$ cat config.mk
export PLATFORM = sky130hd
export DESIGN_NAME = pa_ifu_fetch_arb
export DESIGN_NICKNAME = d
export VERILOG_FILES = /design/src/rtl/pa_ifu_fetch_arb.sv
export SDC_FILE = /design/constraint.sdc
export NUM_CORES = 1
export LEC_CHECK = 0
export CORE_ASPECT_RATIO = 0.9
export CORE_MARGIN = 5
export CORE_UTILIZATION = 30
export DETAILED_ROUTE_END_ITERATION = 6
export GPL_ROUTABILITY_DRIVEN = 0
export PLACE_DENSITY = 0.76
export SYNTH_ARGS = -nofsm -noshare
export SYNTH_HDL_FRONTEND = slang
export SYNTH_SLANG_ARGS = --single-unit
export TNS_END_PERCENT = 50
$ cat constraint.sdc
create_clock -name forever_cpuclk -period 5 [get_ports forever_cpuclk]
set_input_delay 0.75 -clock forever_cpuclk [delete_from_list [all_inputs] [get_ports forever_cpuclk]]
set_output_delay 0.75 -clock forever_cpuclk [all_outputs]
set_load 0.1 [all_outputs]
$ cat src/rtl/pa_ifu_fetch_arb.sv
// pa_ifu_fetch_arb: fixed-priority IFU fetch arbiter with request lock and abort-aware in-flight tracking.
// Optional: define PA_IFU_ARB_SEQ_THROTTLE_EN to limit sequential (ibuf) prefetch to one in-flight fetch.
module pa_ifu_fetch_arb #(
    parameter int unsigned OUTSTD_MAX = 2
) (
    input  logic        forever_cpuclk,
    input  logic        cpurst,
    input  logic        vec_arb_req_vld,
    input  logic [31:0] vec_arb_req_addr,
    input  logic        pcgen_arb_req_vld,
    input  logic [31:0] pcgen_arb_req_addr,
    input  logic        ibuf_arb_req_vld,
    input  logic [31:0] ibuf_arb_req_addr,
    input  logic        ctrl_arb_abort,
    output logic        arb_bus_req_vld,
    output logic [31:0] arb_bus_req_addr,
    input  logic        bus_arb_req_grnt,
    input  logic        bus_arb_rsp_vld,
    input  logic [31:0] bus_arb_rsp_data,
    input  logic        bus_arb_rsp_err,
    output logic        arb_vec_grnt,
    output logic        arb_pcgen_grnt,
    output logic        arb_ibuf_grnt,
    output logic        arb_ifetch_rsp_vld,
    output logic [31:0] arb_ifetch_rsp_data,
    output logic        arb_ifetch_rsp_err,
    output logic [1:0]  arb_ifetch_rsp_src,
    output logic        arb_ctrl_idle
);
    localparam int unsigned AW = 32;
    localparam int unsigned PW = (OUTSTD_MAX > 1) ? $clog2(OUTSTD_MAX) : 1;
    localparam int unsigned CW = $clog2(OUTSTD_MAX + 1);
    localparam logic [1:0]  SRC_VEC   = 2'd0;
    localparam logic [1:0]  SRC_PCGEN = 2'd1;
    localparam logic [1:0]  SRC_IBUF  = 2'd2;

    logic          lock_vld;
    logic [1:0]    lock_src;
    logic [AW-1:0] lock_addr;
    logic [CW-1:0] cnt;
    logic [CW-1:0] cnt_nxt;
    logic [PW-1:0] wr_ptr;
    logic [PW-1:0] rd_ptr;
    logic [1:0]    fifo_src  [OUTSTD_MAX];
    logic          fifo_kill [OUTSTD_MAX];

    logic          ibuf_ok;
    logic          full;
    logic          win_vld;
    logic [1:0]    win_src;
    logic [AW-1:0] win_addr;
    logic          bus_vld;
    logic [1:0]    bus_src;
    logic [AW-1:0] bus_addr;
    logic          push;
    logic          pop;
    logic          rsp_fwd;

    function automatic logic [PW-1:0] ptr_inc(input logic [PW-1:0] p);
        return (p == PW'(OUTSTD_MAX - 1)) ? '0 : p + PW'(1);
    endfunction

`ifdef PA_IFU_ARB_SEQ_THROTTLE_EN
    assign ibuf_ok = ibuf_arb_req_vld & (cnt == '0);
`else
    assign ibuf_ok = ibuf_arb_req_vld;
`endif

    assign full = (cnt == CW'(OUTSTD_MAX));

    // Winner selection; a held lock overrides any new requester
    always_comb begin
        win_vld  = 1'b0;
        win_src  = SRC_VEC;
        win_addr = '0;
        if (vec_arb_req_vld) begin
            win_vld  = 1'b1;
            win_src  = SRC_VEC;
            win_addr = vec_arb_req_addr;
        end else if (pcgen_arb_req_vld) begin
            win_vld  = 1'b1;
            win_src  = SRC_PCGEN;
            win_addr = pcgen_arb_req_addr;
        end else if (ibuf_ok) begin
            win_vld  = 1'b1;
            win_src  = SRC_IBUF;
            win_addr = ibuf_arb_req_addr;
        end
        if (lock_vld) begin
            bus_vld  = 1'b1;
            bus_src  = lock_src;
            bus_addr = lock_addr;
        end else begin
            bus_vld  = win_vld & ~full & ~ctrl_arb_abort;
            bus_src  = win_src;
            bus_addr = win_addr;
        end
    end

    assign push = bus_arb_req_grnt & bus_vld;
    assign pop  = bus_arb_rsp_vld & (cnt != '0);
    assign rsp_fwd = pop & ~fifo_kill[rd_ptr] & ~ctrl_arb_abort;

    always_comb begin
        cnt_nxt = cnt;
        if (push & ~pop) begin
            cnt_nxt = cnt + CW'(1);
        end else if (pop & ~push) begin
            cnt_nxt = cnt - CW'(1);
        end
    end

    assign arb_bus_req_vld     = bus_vld;
    assign arb_bus_req_addr    = bus_vld ? bus_addr : '0;
    assign arb_vec_grnt        = push & (bus_src == SRC_VEC);
    assign arb_pcgen_grnt      = push & (bus_src == SRC_PCGEN);
    assign arb_ibuf_grnt       = push & (bus_src == SRC_IBUF);
    assign arb_ifetch_rsp_vld  = rsp_fwd;
    assign arb_ifetch_rsp_data = rsp_fwd ? bus_arb_rsp_data : '0;
    assign arb_ifetch_rsp_err  = rsp_fwd & bus_arb_rsp_err;
    assign arb_ifetch_rsp_src  = rsp_fwd ? fifo_src[rd_ptr] : SRC_VEC;
    assign arb_ctrl_idle       = (cnt == '0) & ~lock_vld;

    // Lock, occupancy and in-flight FIFO; abort marks every entry stale
    always_ff @(posedge forever_cpuclk) begin
        if (cpurst) begin
            lock_vld  <= 1'b0;
            lock_src  <= SRC_VEC;
            lock_addr <= '0;
            cnt       <= '0;
            wr_ptr    <= '0;
            rd_ptr    <= '0;
            for (int i = 0; i < int'(OUTSTD_MAX); i++) begin
                fifo_src[i]  <= SRC_VEC;
                fifo_kill[i] <= 1'b0;
            end
        end else begin
            if (ctrl_arb_abort | push) begin
                lock_vld <= 1'b0;
            end else if (bus_vld) begin
                lock_vld  <= 1'b1;
                lock_src  <= bus_src;
                lock_addr <= bus_addr;
            end
            cnt <= cnt_nxt;
            if (ctrl_arb_abort) begin
                for (int i = 0; i < int'(OUTSTD_MAX); i++) begin
                    fifo_kill[i] <= 1'b1;
                end
            end
            if (push) begin
                fifo_src[wr_ptr]  <= bus_src;
                fifo_kill[wr_ptr] <= ctrl_arb_abort;
                wr_ptr            <= ptr_inc(wr_ptr);
            end
            if (pop) begin
                rd_ptr <= ptr_inc(rd_ptr);
            end
        end
    end

endmodule

==> impl_results.md, run 1 <==
* Post-Syn Area per Cell at approximately 7.7 um^2
* H-tree levels at 2
* CTS Buf Count at 5
* Fin. Hold Viols at 0
* Pwr/cell area at about 250 nW/um^2
* CP required at between 4000 and 5000 ps
* Crit start category: primary input
* Hold Path Origin: rd_ptr$_SDFFE_PP0N_
* Routed Antenna Nets at 0
* Worst flop-to-flop path endpoint: lock_addr[26]$_SDFFE_PP0P_
* Pin count of the biggest net entering global routing at 50
* Synth Instances at 409
* CORE AREA at between 10000 and 15000 um^2
* Die Ht at around 110 um
* CTS Hold Buffers Added at 0
* Max capacitance violation total at 0
* Area growth syn-to-layout at 81.9%
* Fraction of layout cells with a size suffix above 1 at 0.170
* Worst-path cell chain: clkdlybuf4s50_1, inv_1, a31oi_4, inv_2, nand3_1, nor2_1, buf_12
* DP Worst Slack at roughly 1300 ps
* Drt pass-1 iters at 5
* Area of the multi-input gates at 1830 um^2
* Post-route insts no fill at 718
* Residual DRC at 0
* DP Area at 5530 um^2
* Arr. time, crit path at between 2000 and 3000 ps
* Worst Hold Class: flop to flop
* Main synth FF type: dfxtp_1
* Hold path depth at 2
* Site row count at 35
* Worst slew pin tran at 1050 ps
* Maximum vdd drop at between 0.15 and 0.2 mV
* Slew headroom at 0.301
* Hold WS at 508 ps
* Finished layout cell area at approximately 5700 um^2
* Final critical-path required period at between 3000 and 4000 ps
* Drt total wl at roughly 13 mm
* Final nets at about 730
* # Post-CTS Setup Buffers at 0
* Placed insts at slightly above 700
* Cell variety after synth at 35
* Unrepaired setup endpoints after global routing: false
* Worst R2R Setup Slack at 2510 ps
* Initial DRC count at 295
* GRT Util Overall at 0.193
* Leakage at approximately 2.3 nW
* GRT overflow at 0
* Clock tree sinks at between 40 and 50
* CTS tree: built
* TNS Setup at 0 ps
* Slowest stage delay, CP at approximately 630 ps
* Final Setup Violations at 0
* CTS Root Cell: clkbuf_16
* Most common cell after layout, fill and taps aside: clkdlybuf4s50_1
* Clock transition at path regs at 60 ps
* Ys async rst share at 0
* Antenna diode instance count at 0
* Initial Utilization at 0.307
* Vias in the first global route at around 4000
* Ports at 210
* Final clock skew at approximately 4.8 ps
* Crit share post-route at 0.745
* CP delay by family, top: buffers and inverters
* Post-synth design cell area at around 3100 um^2
* Setup WS post-layout at between 1000 and 1500 ps
* Nature of the critical path endpoint: primary output
* Count of pins over their slew limit at 0
* Critical path buffer and inverter count at 4
* Crit-path max FO at 37
* DIE AREA at about 13000 um^2
* Syn nets at ~550
* CP Class: primary input to primary output
* Fill count at around 910
* Number of synthesized flops with an enable pin at 6
* FF/Latch Area at 982 um^2
* Post-synthesis sequential area ratio at 0.312
* R2r startpoint: lock_vld$_SDFFE_PP0P_
* First-pass GRT wire length at 20.4 mm
* Initial antenna violation count at 0
* Most frequent cells in the layout: clkdlybuf4s50_1 (135), a21oi_1 (68), buf_4 (45)
* Worst skew pair latency at approximately 280 ps
* Die Span X at roughly 120 um
* Wire length per cell at ~18 um
* Syn. warnings at 0
* Fmax at between 200 and 300 MHz
* DPL Wire Length at between 9 and 10 mm
* Yosys reg bits at 46
* Vias/cell at roughly 5.4
* Crit-path slowest cell: clkdlybuf4s50_1
* FF-to-FF path depth at 5
* Vias at approximately 3900
* I/O Buffers at approximately 210
* Post-CTS sizing at 0
* CTS max path bufs at 2
* Status: finished, final reports clean
## worst min-delay path, cell delays in order (launching register included)
cell     delay (ps)
dfxtp_1         320
xor2_1           80
nor2_1           70
## stage by stage
step,power [mW],utilization
global placement,1.02,0.540
floorplan,0.769,-
detailed placement,1.03,0.540
CTS,1.45,0.558
global route,1.50,0.558
finish,1.44,0.558
## layer usage
layer	vias up	track usage	wire (um)
met3	8	0.0591	1110
li1	1858	-	-
met5	-	0	0
met2	197	0.366	6580
met4	0	0.0442	141
met1	1820	0.211	4940
## registers in the layout, summed over array words and instances, names as in the netlist, named ones only
name / cells
cnt: 2
fifo_kill: 2
fifo_src: 4
lock_addr: 32
lock_src: 2
lock_vld: 1
rd_ptr: 1
wr_ptr: 1
## synthesized netlist by cell type (all sizes together) (2+ instances only)
| cell | count | area share |
|---|---|---|
| a211oi | 34 | 0.081 |
| a21oi | 68 | 0.11 |
| a221o | 32 | 0.10 |
| a22oi | 32 | 0.076 |
| and2 | 33 | 0.066 |
| buf | 12 | 0.027 |
| clkbuf | 34 | 0.041 |
| dfxtp | 40 | 0.25 |
| edfxtp | 6 | 0.057 |
| inv | 37 | 0.044 |
| mux2i | 3 | 0.0096 |
| nand2b | 2 | 0.0040 |
| nor2 | 42 | 0.050 |
| nor2b | 2 | 0.0040 |
| nor3 | 5 | 0.0096 |
| nor4 | 8 | 0.016 |
| o21ai | 4 | 0.0064 |
| o21bai | 2 | 0.0048 |
| xor2 | 2 | 0.0056 |
## power breakdown
part | switching, mW | internal, mW | leakage [nW] | total (mW)
registers | 0.0149 | 0.396 | 0.391 | 0.411
logic | 0.362 | 0.250 | 1.84 | 0.612
clock network | 0.133 | 0.285 | 0.0915 | 0.417
total | 0.509 | 0.931 | 2.33 | 1.44
## worst max-delay path by stage
stage	from	end	slack, ps	cells after the start
floorplan	ctrl_arb_abort	arb_ifetch_rsp_src[0]	390	2
global placement	pcgen_arb_req_vld	arb_pcgen_grnt	1340	7
detailed placement	ctrl_arb_abort	arb_vec_grnt	1330	7
CTS	ctrl_arb_abort	arb_vec_grnt	1300	7
global route	ctrl_arb_abort	arb_vec_grnt	1080	7
finish	ctrl_arb_abort	arb_vec_grnt	1280	7
## layout make-up
cell class	count	area share
Clock buffer	5	0.0219
Clock inverter	3	0.0112
Inverter	37	0.0243
Multi-Input combinational cell	280	0.320
Sequential cell	46	0.172
Tap cell	129	0.0282
Timing Repair Buffer	218	0.423
## cell families (layout without fill, tap and decap cells)
logic type / after synthesis / after routing / share of synthesized area
DFF: 46 / 46 / 0.312
muxes: 4 / 4 / 0.0131
xor gates and xnor gates: 3 / 3 / 0.00836
AOI/OAI and AO/OA: 176 / 176 / 0.394
buffers and inverters: 83 / 263 / 0.111
and+or+nand+nor: 97 / 97 / 0.161
Note: power is estimated with default switching activity, not from simulation.
==> run 2, diff against run 1 <==
--- a/config.mk
+++ b/config.mk
@@ -10,7 +10,7 @@
 export CORE_UTILIZATION = 30
 export DETAILED_ROUTE_END_ITERATION = 6
 export GPL_ROUTABILITY_DRIVEN = 0
-export PLACE_DENSITY = 0.76
+export PLACE_DENSITY = 0.79
 export SYNTH_ARGS = -nofsm -noshare
 export SYNTH_HDL_FRONTEND = slang
 export SYNTH_SLANG_ARGS = --single-unit
==> constraint.sdc (replaced) <==
create_clock -name forever_cpuclk -period 3.3 [get_ports forever_cpuclk]
set_input_delay 0.495 -clock forever_cpuclk [delete_from_list [all_inputs] [get_ports forever_cpuclk]]
set_output_delay 0.495 -clock forever_cpuclk [all_outputs]
set_load 0.1 [all_outputs]
==> run 2 against run 1 <==
Compared with the run above:
- combinational power up 57%
- worst hold slack better by 7.0 ps
- clock-buffer cell count unchanged
- wire length rose by 4.0%
- largest cell class unchanged
- flip-flop and latch count unchanged
- cell count is 0.56% higher
- setup slack worse by 1000 ps
- sequential share of layout area shrank 1.3 points
- via count grew 2.3%
==> impl_results.md, run 2 (synthesis results as in run 1) <==
* Final clock skew at 3.07 ps (-1.75 ps)
* Hold WS at 515 ps (+6.98 ps)
* First-pass GRT wire length at 21.0 mm (+2.8%)
* CTS tree: built
* CTS Buf Count at 5 (unchanged)
* Biggest register: lock_addr
* FF-to-FF path depth at 5 (unchanged)
* Post-route insts no fill at 722 (+0.56%)
* GRT Util Overall at 0.203 (+0.00936)
* Setup WS post-layout at 247 ps (-1030 ps)
* Site row count at 35 (unchanged)
* Routed Antenna Nets at 0 (unchanged)
* Worst R2R Setup Slack at 680 ps (-1830 ps)
* GRT overflow at 0 (unchanged)
* Vias in the first global route at 3923 (-2.7%)
* Hold Path Origin: rd_ptr$_SDFFE_PP0N_
* Most common cell after layout, fill and taps aside: clkdlybuf4s50_1
* Worst-path cell chain: clkdlybuf4s50_1, buf_4, nor4b_1, a21oi_1, inv_1, nor3_2, buf_12
* Final nets at 729 (+0.55%)
* Slew headroom at 0.0856 (-0.215)
* Worst Hold Class: flop to flop
* H-tree levels at 2 (unchanged)
* CP delay by family, top: buffers and inverters
* Hold path depth at 2 (unchanged)
* Fill count at 886 (-2.1%)
* Arr. time, crit path at 2560 ps (-410 ps)
* Worst skew pair latency at 280 ps (about the same)
* Slowest stage delay, CP at 550 ps (-80 ps)
* Initial DRC count at 345 (+17%)
* Final critical-path required period at 3050 ps
* Total power draw at 2.06 mW (+43%)
* Max capacitance violation total at 0 (unchanged)
* Clock transition at path regs at 60 ps (about the same)
* Initial antenna violation count at 0 (unchanged)
* CP required at 2800 ps (-1450 ps)
* Vias at 3971 (+2.3%)
* Placed insts at 714 (+0.56%)
* Hold Path Sink: rd_ptr$_SDFFE_PP0N_
* Clock tree sinks at 46 (unchanged)
* Largest register FFs at 32 (unchanged)
* DP Area at 6030 um^2 (+9.0%)
* Crit-path slowest cell: clkdlybuf4s50_1
* Status: finished, final reports clean
* Crit share post-route at 0.925
* Drt total wl at 13.3 mm (+4.0%)
* Final Setup Violations at 0 (unchanged)
* Critical path buffer and inverter count at 4 (unchanged)
* Maximum vdd drop at 0.261 mV (+68%)
* CTS Root Cell: clkbuf_16
* Residual DRC at 0 (unchanged)
* Most frequent cells in the layout: clkdlybuf4s50_1 (134), buf_12 (73), a21oi_1 (68)
* CTS max path bufs at 2 (unchanged)
* Fin. Hold Viols at 0 (unchanged)
* Leakage at 2.43 nW (+4.4%)
* Die Span X at 118 um (unchanged)
* I/O Buffers at 209 (unchanged)
* Ports at 210 (unchanged)
* Die Ht at 107 um (unchanged)
* Fraction of layout cells with a size suffix above 1 at 0.182 (+0.0123)
* Worst flop-to-flop path endpoint: lock_addr[25]$_SDFFE_PP0P_
* R2r startpoint: cnt[0]$_SDFFE_PP0P_
* Area growth syn-to-layout at 96.5%
* Finished layout cell area at 6180 um^2 (+8.0%)
* Layout Utilization at 0.603 (+0.0447)
* Nature of the critical path endpoint: primary output
* Vias/cell at 5.50 (+1.7%)
* Pin count of the biggest net entering global routing at 67 (+34%)
* Count of pins over their slew limit at 0 (unchanged)
* TNS Setup at 0 ps (unchanged)
* CP Class: primary input to primary output
* Worst slew pin tran at 1370 ps (+321 ps)
* CORE AREA at 10200 um^2 (unchanged)
* Top flop regs: lock_addr (32), fifo_src (4)
* Fmax at between 300 and 400 MHz
* DPL Wire Length at 10.4 mm (+8.6%)
* Wire length per cell at 18.4 um (+3.4%)
* Unrepaired setup endpoints after global routing: false
* Crit-path max FO at 34 (-8.1%)
* DIE AREA at 12600 um^2 (unchanged)
* Pwr/cell area at 334 nW/um^2 (+33%)
* DP Worst Slack at 167 ps (-1160 ps)
* Antenna diode instance count at 0 (unchanged)
* Initial Utilization at 0.307 (unchanged)
* Drt pass-1 iters at 5 (unchanged)
* Crit start category: primary input
[run 2: cell types whose count changed in the layout (fill, tap and decap cells not counted), sizes merged]
cell           delta
clkinv            +1
clkdlybuf4s50     -1
bufinv            -2
buf               +5
clkinvlp          +1
[run 2: layout make-up]
type,count,area [um^2],share of cell area
clock buffers,5,125,0.0203
repair buffers,222,2910,0.471
flip-flops and latches,46,982,0.159
clock inverters,3,16.3,0.00263
well taps,129,161,0.0261
inverters,37,139,0.0225
multi-input cells,280,1840,0.299
[run 2: timing repair]
item / CTS / global route
setup buffers: 0 / 0
gates resized for setup: 0 / 1
setup endpoints to repair: 0 / 12
hold buffers: 0 / 0
[run 2: worst register-to-register path, cell delays in order (launching register included)]
cell and delay (ps):
dfxtp_1 420, nand2b_1 230, a31oi_4 210, buf_4 270, nor3_4 1040, a211oi_1 270
[run 2: worst max-delay path by stage]
stage / start / end / slack [ps] / depth (start not counted)
global placement: ibuf_arb_req_vld / arb_bus_req_addr[2] / 230 / 7
detailed placement: ibuf_arb_req_vld / arb_bus_req_addr[26] / 170 / 7
floorplan: flop / arb_ifetch_rsp_src[0] / -830 / 2
finish: pcgen_arb_req_vld / arb_pcgen_grnt / 250 / 7
global route: pcgen_arb_req_vld / arb_pcgen_grnt / 80 / 7
CTS: ibuf_arb_req_vld / arb_bus_req_addr[26] / 160 / 7
[run 2: where the power goes]
part / switching (mW) / total, mW / internal [mW]
registers: 0.0208 / 0.621 / 0.600
logic: 0.560 / 0.959 / 0.399
clock network: 0.207 / 0.483 / 0.277
[run 2: metal layers]
layer / track usage / vias up / wire length [um]
li1: - / 1865 / -
met1: 0.235 / 1837 / 4980
met2: 0.362 / 250 / 6750
met3: 0.0723 / 19 / 1330
met4: 0.0385 / 0 / 217
met5: 0 / - / 0
==> run 3, diff against run 2 <==
--- a/config.mk
+++ b/config.mk
@@ -14,4 +14,3 @@
 export SYNTH_ARGS = -nofsm -noshare
 export SYNTH_HDL_FRONTEND = slang
 export SYNTH_SLANG_ARGS = --single-unit
-export TNS_END_PERCENT = 50
==> run 3 against run 2 <==
Compared with the run above:
- wire length up 0.20%
- die area unchanged
- cell count increased by 0.28%
- utilization rose by 0.89 points
- power is 6.8% higher
- first-iteration DRC count decreased by 32%
- critical path depth unchanged
- register-to-register slack better by 610 ps
- maximum frequency fell by 2.7%
- sequential share of layout area down 0.23 points
- clock power is 28% higher
- clock skew increased by 2.4 ps
- highest routed layer unchanged
==> impl_results.md, run 3 (synthesis results as in run 1) <==
* Maximum vdd drop at 0.239 mV (-8.4%)
* CTS Hold Buffers Added at 0 (unchanged)
* Wire length per cell at 18.4 um (about the same)
* Residual DRC at 0 (unchanged)
* Final clock skew at 5.50 ps (+2.43 ps)
* CTS tree: built
* FF-to-FF path depth at 5 (unchanged)
* Top flop regs: lock_addr (32), fifo_src (4)
* Worst skew pair latency at 280 ps (about the same)
* Area growth syn-to-layout at 99.4%
* Clock Power Share at 0.281 (+0.047)
* CTS Buf Count at 5 (unchanged)
* Instance count on the critical path at 7 (unchanged)
* DPL Wire Length at 10.1 mm (-3.2%)
* Internal Pwr Total at 1.41 mW (+10%)
* CP required at 2800 ps (about the same)
* I/O Buffers at 209 (unchanged)
* Antenna diode instance count at 0 (unchanged)
* Clock transition at path regs at 60 ps (about the same)
* Crit-path slowest cell: nor2b_4
* Post-route insts no fill at 724 (+0.28%)
* Initial Utilization at 0.307 (unchanged)
* DIE AREA at 12600 um^2 (unchanged)
* Count of pins over their slew limit at 0 (unchanged)
* First-pass GRT wire length at 20.9 mm (-0.20%)
* Vias at 3924 (-1.2%)
* Max capacitance violation total at 0 (unchanged)
* P_sw at 0.796 mW (+1.0%)
* Fin. Hold Viols at 0 (unchanged)
* Largest register FFs at 32 (unchanged)
* H-tree levels at 2 (unchanged)
* Placed insts at 715 (+0.14%)
* Worst Hold Class: flop to flop
* TNS Setup at 0 ps (unchanged)
* Worst flop-to-flop path endpoint: lock_addr[22]$_SDFFE_PP0P_
* R2r startpoint: lock_vld$_SDFFE_PP0P_
* Hold path depth at 2 (unchanged)
* CP endpoint: arb_bus_req_addr[15]
* Drt total wl at 13.3 mm (+0.20%)
* Pwr/cell area at 351 nW/um^2 (+5.3%)
* Die Ht at 107 um (unchanged)
* Drt pass-1 iters at 4 (-1)
* Register share of total power at 0.282 (-0.019)
* Worst slew pin tran at 957 ps (-410 ps)
* Most frequent cells in the layout: clkdlybuf4s50_1 (134), buf_12 (73), a21oi_1 (68)
* GRT overflow at 0 (unchanged)
* CP Class: primary input to primary output
* Vias in the first global route at 3928 (+0.13%)
* Total power draw at 2.20 mW (+6.8%)
* Crit start category: primary input
* Site row count at 35 (unchanged)
* Routed Antenna Nets at 0 (unchanged)
* Worst-path cell chain: clkdlybuf4s50_1, nor2b_4, buf_4, a221o_1, a22oi_1, nor2_1, buf_12
* Pin count of the biggest net entering global routing at 50 (-25%)
* Fraction of layout cells with a size suffix above 1 at 0.188 (+0.00611)
* Fmax at 319 MHz (-2.7%)
* Crit share post-route at 0.951 (+0.0257)
* Ports at 210 (unchanged)
* Final nets at 731 (+0.27%)
* Sw frac at 0.361 (-0.0207)
* Worst Setup SP: pcgen_arb_req_vld
* Worst R2R Setup Slack at 1290 ps (+610 ps)
* Part of the power in combinational logic at 0.437 (-0.028)
* Initial antenna violation count at 0 (unchanged)
* DP Area at 6040 um^2 (+0.21%)
* CTS max path bufs at 2 (unchanged)
* Clock tree sinks at 46 (unchanged)
* Vias/cell at 5.42 (-1.5%)
* Slew headroom at 0.362 (+0.276)
* Unrepaired setup endpoints after global routing: false
* Crit-path max FO at 28 (-18%)
* CORE AREA at 10200 um^2 (unchanged)
* CTS Root Cell: clkbuf_16
* Final Setup Violations at 0 (unchanged)
* Arr. time, crit path at 2640 ps (+80 ps)
* GRT Util Overall at 0.201 (-0.00173)
* Status: finished, final reports clean
* Die Span X at 118 um (unchanged)
* Biggest register: lock_addr
* Nature of the critical path endpoint: primary output
* Initial DRC count at 234 (-32%)
* Most common cell after layout, fill and taps aside: clkdlybuf4s50_1
* Final critical-path required period at 3140 ps (+84.7 ps)
* Finished layout cell area at 6270 um^2 (+1.5%)
* Leakage at 2.47 nW (+1.7%)
* Critical path buffer and inverter count at 3 (-1)
* Slowest stage delay, CP at 660 ps (+110 ps)
* # Post-CTS Setup Buffers at 0 (unchanged)
* CP delay by family, top: buffers and inverters
[run 3: cell count changes in the layout (fill, tap and decap cells not counted), sizes merged]
cell and change:
bufinv +1, clkbuf +1, buf +2, clkinvlp -1
clkinv -1
[run 3: layer usage]
| layer | routed length (um) | global-route usage | share of wire |
|---|---|---|---|
| met5 | 0 | 0 | 0 |
| met4 | 169 | 0.0401 | 0.013 |
| met3 | 1080 | 0.0596 | 0.081 |
| met2 | 6860 | 0.362 | 0.52 |
| met1 | 5200 | 0.238 | 0.39 |
[run 3: worst min path at each step]
stage	start	endpoint	slack, ps
after floorplan	rd_ptr$_SDFFE_PP0N_	flop	470
after global placement	rd_ptr$_SDFFE_PP0N_	rd_ptr$_SDFFE_PP0N_	490
after detailed placement	rd_ptr$_SDFFE_PP0N_	flop	500
after CTS	lock_addr[6]$_SDFFE_PP0P_	lock_addr[6]$_SDFFE_PP0P_	520
after global routing	lock_src[1]$_SDFFE_PP0P_	lock_src[1]$_SDFFE_PP0P_	550
final	lock_src[0]$_SDFFE_PP0P_	lock_src[0]$_SDFFE_PP0P_	520
[run 3: cell type report]
type,count,area (um^2)
Clock buffer,6,150
Clock inverter,2,38.8
Fill cell,855,3980
Inverter,37,139
Multi-Input combinational cell,280,1850
Sequential cell,46,982
Tap cell,129,161
Timing Repair Buffer,224,2950
[run 3: worst register-to-register path, delay by kind of cell, from the launching register on]
kind                   cells  cell delay, ps
flip-flops                 1             740
buffers and inverters      2             460
AND/OR/NAND/NOR            1             450
AO/OA/AOI/OAI              2             200
[run 3: power groups by stage]
stage | combinational (mW) | sequential (mW) | clock [mW]
after global routing | 1.01 | 0.624 | 0.655
after detailed placement | 0.958 | 0.633 | 0
after CTS | 0.962 | 0.621 | 0.633
final | 0.962 | 0.621 | 0.620
after global placement | 0.945 | 0.631 | 0
after floorplan | 0.543 | 0.625 | 0
[run 3: stage by stage]
step                worst slack (ps)   util  hold WS [ps]
detailed placement              -245  0.590           504
finish                           162  0.612           520
CTS                             56.1  0.609           519
global placement                -112  0.590           486
global route                    18.9  0.612           548
floorplan                       -831      -           472
[run 3: timing repair]
item / in CTS / in global routing
resized for setup: 1 / 1
gates cloned: 0 / 0
setup endpoints to repair: 32 / 2
pin swaps: 0 / 0
